<file path="src/rtl/icache_refill.sv">
// Instruction-cache miss engine: fetches the aligned 16-byte block holding the
// missing PC over a shared byte-wide RAM port and returns it as one line.
//
// state | meaning
// IDLE  | waiting for a miss; latches block base, index and tag
// REQ   | requesting the RAM port, waiting for grant
// READ  | issuing byte addresses and collecting bytes one cycle later
// DONE  | one-cycle update strobe, line/index/tag presented to the cache
module icache_refill #(
    parameter int ADDR_WIDTH  = 32,
    parameter int BLOCK_BYTES = 16,
    parameter int INDEX_WIDTH = 4,
    parameter int TAG_WIDTH   = 24
) (
    input  logic                     clk,
    input  logic                     rst_in,
    input  logic                     rdy_in,
    input  logic                     flush,
    input  logic                     miss_en,
    input  logic [ADDR_WIDTH-1:0]    miss_pc,
    output logic                     mem_req,
    input  logic                     mem_gnt,
    output logic [ADDR_WIDTH-1:0]    mem_a,
    output logic                     mem_wr,
    input  logic [7:0]               mem_din,
    output logic                     update,
    output logic [8*BLOCK_BYTES-1:0] blk_out,
    output logic [INDEX_WIDTH-1:0]   idx_out,
    output logic [TAG_WIDTH-1:0]     tag_out
);

    localparam int OFF   = $clog2(BLOCK_BYTES);
    localparam int CNT_W = OFF + 1;

    typedef enum logic [1:0] {S_IDLE, S_REQ, S_READ, S_DONE} state_t;

    state_t                  r_state;
    state_t                  w_state_nxt;
    logic [ADDR_WIDTH-1:OFF] r_base;
    logic [CNT_W-1:0]        r_issue_cnt;
    logic [CNT_W-1:0]        r_recv_cnt;
    logic                    r_pend;

    logic w_accept;
    logic w_active;
    logic w_issue;
    logic w_recv;
    logic w_last;
    logic w_unused_lsb;

    assign w_accept     = miss_en & rdy_in & ~flush;
    assign w_active     = (r_state == S_READ) & rdy_in & mem_gnt;
    assign w_issue      = w_active & (r_issue_cnt < CNT_W'(BLOCK_BYTES));
    assign w_recv       = w_active & r_pend;
    assign w_last       = w_recv & (r_recv_cnt == CNT_W'(BLOCK_BYTES - 1));
    assign w_unused_lsb = ^miss_pc[OFF-1:0];

    always_ff @(posedge clk or negedge rst_in) begin
        if (!rst_in) r_state <= S_IDLE;
        else         r_state <= w_state_nxt;
    end

    always_comb begin
        w_state_nxt = r_state;
        mem_req     = 1'b0;
        update      = 1'b0;
        mem_wr      = 1'b0;
        mem_a       = '0;
        case (r_state)
            S_IDLE: begin
                if (w_accept) w_state_nxt = S_REQ;
            end
            S_REQ: begin
                mem_req = 1'b1;
                if (flush)                  w_state_nxt = S_IDLE;
                else if (rdy_in && mem_gnt) w_state_nxt = S_READ;
            end
            S_READ: begin
                mem_req = 1'b1;
                if (w_issue) mem_a = {r_base, r_issue_cnt[OFF-1:0]};
                if (flush)       w_state_nxt = S_IDLE;
                else if (w_last) w_state_nxt = S_DONE;
            end
            S_DONE: begin
                update = 1'b1;
                if (flush || rdy_in) w_state_nxt = S_IDLE;
            end
            default: w_state_nxt = S_IDLE;
        endcase
    end

    always_ff @(posedge clk or negedge rst_in) begin
        if (!rst_in) begin
            r_base      <= '0;
            r_issue_cnt <= '0;
            r_recv_cnt  <= '0;
            r_pend      <= 1'b0;
            blk_out     <= '0;
            idx_out     <= '0;
            tag_out     <= '0;
        end else begin
            case (r_state)
                S_IDLE: begin
                    if (w_accept) begin
                        r_base      <= miss_pc[ADDR_WIDTH-1:OFF];
                        idx_out     <= miss_pc[OFF+INDEX_WIDTH-1:OFF];
                        tag_out     <= miss_pc[ADDR_WIDTH-1:ADDR_WIDTH-TAG_WIDTH];
                        r_issue_cnt <= '0;
                        r_recv_cnt  <= '0;
                        r_pend      <= 1'b0;
                    end
                end
                S_READ: begin
                    if (w_active) begin
                        if (w_issue) r_issue_cnt <= r_issue_cnt + 1'b1;
                        r_pend <= w_issue;
                        if (w_recv) begin
                            blk_out[{r_recv_cnt[OFF-1:0], 3'b000} +: 8] <= mem_din;
                            r_recv_cnt <= r_recv_cnt + 1'b1;
                        end
                    end else begin
                        // the byte in flight is lost on a stall; fetch it again
                        r_issue_cnt <= r_recv_cnt;
                        r_pend      <= 1'b0;
                    end
                end
                default: ;
            endcase
        end
    end

endmodule

</file>
<file path="config.mk">
export PLATFORM = sky130hd
export DESIGN_NAME = icache_refill
export DESIGN_NICKNAME = d
export VERILOG_FILES = /design/src/rtl/icache_refill.sv
export SDC_FILE = /design/constraint.sdc
export NUM_CORES = 1
export LEC_CHECK = 0
export CAP_MARGIN = 20
export CELL_PAD_IN_SITES_DETAIL_PLACEMENT = 0
export CELL_PAD_IN_SITES_GLOBAL_PLACEMENT = 2
export CORE_MARGIN = 3
export CORE_UTILIZATION = 27
export CTS_CLUSTER_SIZE = 10
export DETAILED_ROUTE_END_ITERATION = 10
export PLACE_DENSITY = 0.88
export SLEW_MARGIN = 20
export SYNTH_ARGS = -nofsm -noshare
export SYNTH_HDL_FRONTEND = slang
export SYNTH_SLANG_ARGS = --single-unit
</file>
<file path="constraint.sdc">
create_clock -name clk -period 2.25 [get_ports clk]
set_input_delay 0.5625 -clock clk [delete_from_list [all_inputs] [get_ports clk]]
set_output_delay 0.5625 -clock clk [all_outputs]
set_load 0.01 [all_outputs]
</file>
==> metrics.md <==
| Metric | Value |
|---|---|
| Run status | `finished, violations left` |
| Violated checks | `setup timing` |
| Setup crit start | `r_state[0]$_DFFE_PN0P_` |
| DPL Wire Length | `15.0 mm` |
| DRT Pass-1 Iters | `4` |
| Sw frac | `27.5%` |
| Avg WL per Cell | `17.8 µm` |
| Clk pin slew, worst setup/hold paths | `0.07 ns` |
| VDD IR max | `0.000391 V` |
| Commonest non-fill, non-tap cells in the layout | `clkdlybuf4s50_1 (194), dfrtp_1 (168), mux2_2 (158), buf_4 (57), and2_1 (31)` |
| Antenna Nets Post-Route | `0` |
| Vias | `5287` |
| Port bufs | `231` |
| Clock power share | `35.0%` |
| Fin crit period | `2.29 ns` |
| Post-Place Cells | `1132` |
| NumNets Final | `881` |
| Top cells by area, synth | `dfrtp_1 (58%), mux2_2 (24%), and2_1 (3.6%), ha_1 (1.9%), and3_1 (0.86%)` |
| Via-to-Cell Ratio | `4.51` |
| Syn Nets | `590` |
| Reg2reg start | `r_state[0]$_DFFE_PN0P_` |
| MaxCap Viol Count | `0` |
| Fin. max-slew vios | `0` |
| Vias in the first global route | `5661` |
| Global-route wire length before repair | `33.2 mm` |
| Seq pwr share | `44.2%` |
| Synth cell types | `42` |
| Worst reg2reg setup slack | `0.11 ns` |
| Share of cells above drive strength 1 | `38.5%` |
| Setup ws final | `-0.0363 ns` |
| Initial drt markers | `219` |
| Synth Register Bits | `169` |
| Relative slew slack | `60.5%` |
| Count of mapped cells out of synthesis | `533` |
| R2R Path End | `blk_out[2]$_DFFE_PN0P_` |
| Final period utilization | `102%` |
| Total core area | `0.0263 mm²` |
| Largest net degree at the start of global routing | `61` |
| Area growth, synth to finish | `53.3%` |
| Max clock buf depth | `2` |
| Chip height | `170 µm` |
| Crit path kind | `register to primary output` |
| Initial antenna violation count | `0` |
| Switch Pwr | `2230 µW` |
| Clock sink count | `169` |
| Die Width | `170 µm` |
| Ports | `237` |
| Startpoint types | `register` |
| Final Wtd Congestion | `0.772` |
| Ys Warns | `0` |
| Gate power share | `20.8%` |
| Crit. End Element | `primary output` |
| GRT Total Usage | `14.7%` |
| Full die area | `0.0289 mm²` |
| Worst Path Max Fanout | `9` |
| Initial Util | `27.7%` |
| # diodes | `0` |
| Final setup viols | `17` |
| Worst path arrival time | `1.72 ns` |
| DRC Markers | `0` |
| Non-filler cells in the finished layout | `1172` |
| Hold Path Class | `register to register` |
| Leak pwr | `0.00526 µW` |
| TritonCTS clock tree | `yes` |
| Most common library cell in the layout ignoring fill and taps | `clkdlybuf4s50_1` |
| Setup TNS Final | `-0.301 ns` |
| Synth top area share | `58.2%` |
| Gr ovfl total | `0` |
| Post-place setup slack | `-0.548 ns` |
| Worst-Skew Late Latency | `0.42 ns` |
| Worst Tran Pin Value | `0.592 ns` |
| Yosys top cell by area | `dfrtp_1` |
| RSZ-0062 raised after global routing | `yes` |
| Seq/Total Area, Yosys | `58.2%` |
| H-Tree Level Count | `4` |
| CP endpoint | `mem_a[27]` |
| CTS buffer count | `17` |
| Reg2reg path depth | `8` |
| Total routed wirelength | `20.9 mm` |
| Fmax | `437 MHz` |
| Final hold vios | `0` |
| Pint | `5870 µW` |
| Synth Cell Area | `0.00727 mm²` |
| Worst Path Required | `1.69 ns` |
| # rows | `59` |
| Pwr/cell area | `727 mW/mm²` |
| Hold Worst Slack | `0.502 ns` |
| Skew final | `0.0142 ns` |
| Root Buffer | `clkbuf_16` |
| Syn avg cell area | `13.6 µm²` |
==> cell families (layout without fill, tap and decap cells) <==
logic type | count (synthesis) | after routing | share of synthesized area, %
mux | 161 | 161 | 24.9
other cells | 1 | 1 | 0.0516
xor+xnor | 1 | 1 | 0.121
fa+ha+maj | 11 | 11 | 1.89
buf+inv | 38 | 342 | 2.15
compound gates | 34 | 34 | 2.77
simple gates | 118 | 118 | 9.92
flops | 169 | 169 | 58.2
==> worst min path at each step <==
stage | endpoint | startpoint | slack, ns | cells past startpoint
global placement | tag_out[1]$_DFFE_PN0P_ | rst_in | 0.46 | 1
global route | blk_out[0]$_DFFE_PN0P_ | blk_out[0]$_DFFE_PN0P_ | 0.52 | 1
floorplan | blk_out[0]$_DFFE_PN0P_ | rst_in | 0.27 | 0
finish | r_recv_cnt[4]$_DFFE_PN0P_ | r_recv_cnt[4]$_DFFE_PN0P_ | 0.50 | 2
detailed placement | tag_out[1]$_DFFE_PN0P_ | rst_in | 0.46 | 1
CTS | r_recv_cnt[4]$_DFFE_PN0P_ | r_recv_cnt[4]$_DFFE_PN0P_ | 0.51 | 2
==> power by group through the flow <==
| stage | logic [µW] | clock network, µW | registers (µW) |
|---|---|---|---|
| floorplan | 568 | 0 | 3710 |
| global placement | 1670 | 0 | 3630 |
| detailed placement | 1690 | 0 | 3640 |
| CTS | 1730 | 2930 | 3590 |
| global route | 1830 | 3070 | 3640 |
| finish | 1680 | 2830 | 3580 |
==> synthesized netlist by cell type <==
cell and number:
dfrtp_1 169, mux2_2 158, and2_1 42, nand2_1 13, nor2_1 12, buf_1 11
clkbuf_1 11, ha_1 11, a21oi_1 10, and3_1 10, nand3_1 9, o21ai_0 9
buf_2 8, inv_1 7, nand2b_1 7, nor3_1 4, mux2i_1 3, nand3b_1 3
nand4_1 3, nor4_1 3, o21ai_1 3, a21o_1 2, nor2b_1 2, nor3_4 2
o22a_1 2, o22ai_1 2, o31ai_1 2, a211oi_1 1, a221o_1 1, a31oi_1 1
and4_1 1, and4b_1 1, buf_4 1, conb_1 1, nor3b_2 1, nor4b_4 1
nor4bb_1 1, o21a_1 1, or2_2 1, or3b_2 1, or4_1 1, xnor2_1 1
==> state kept, by name, indices dropped and copies added, names as in the netlist <==
register / cells
r_pend: 1
blk_out: 128
r_base: 1
r_issue_cnt: 5
idx_out: 3
r_recv_cnt: 5
r_state: 2
tag_out: 24
==> layer usage <==
layer	vias up	GRT usage, %	part of all wire, %
li1	2449	-	-
met1	2696	18.9	44
met2	126	24.4	49
met3	16	4.32	5.2
met4	0	3.63	1.2
met5	-	0	0
==> final cells by class <==
| class | count | area [µm²] |
|---|---|---|
| flip-flops and latches | 169 | 4230 |
| multi-input cells | 326 | 2970 |
| fillers | 2495 | 15100 |
| clock inverters | 12 | 108 |
| inverters | 7 | 26.3 |
| clock buffers | 20 | 467 |
| repair buffers | 303 | 2920 |
| well taps | 335 | 419 |
==> through the flow <==
stage | area, µm² | util, % | total power, µW
2_1_floorplan | 7280 | - | 4280
3_3_place_gp | 10500 | 39.9 | 5300
3_5_place_dp | 10500 | 39.9 | 5320
4_1_cts | 11200 | 42.4 | 8250
5_1_grt | 11100 | 42.4 | 8540
6_report | 11100 | 42.4 | 8100
==> what timing repair did <==
action	in CTS	in global routing
hold buffers	1	0
pin swaps	5	2
endpoints found under the hold margin	3	0
gates resized for setup	159	15
buffers inserted	6	2
gates cloned	2	0
setup endpoints to repair	41	115
==> critical path, cell delays in order (launching register included) <==
cell and delay [ns]:
dfrtp_1 0.38, inv_2 0.08, ha_4 0.15, nand3_4 0.09
nor2_4 0.12, buf_6 0.13, buf_12 0.12, and2_4 0.13
buf_2 0.12
Note: power is estimated with default switching activity, not from simulation.
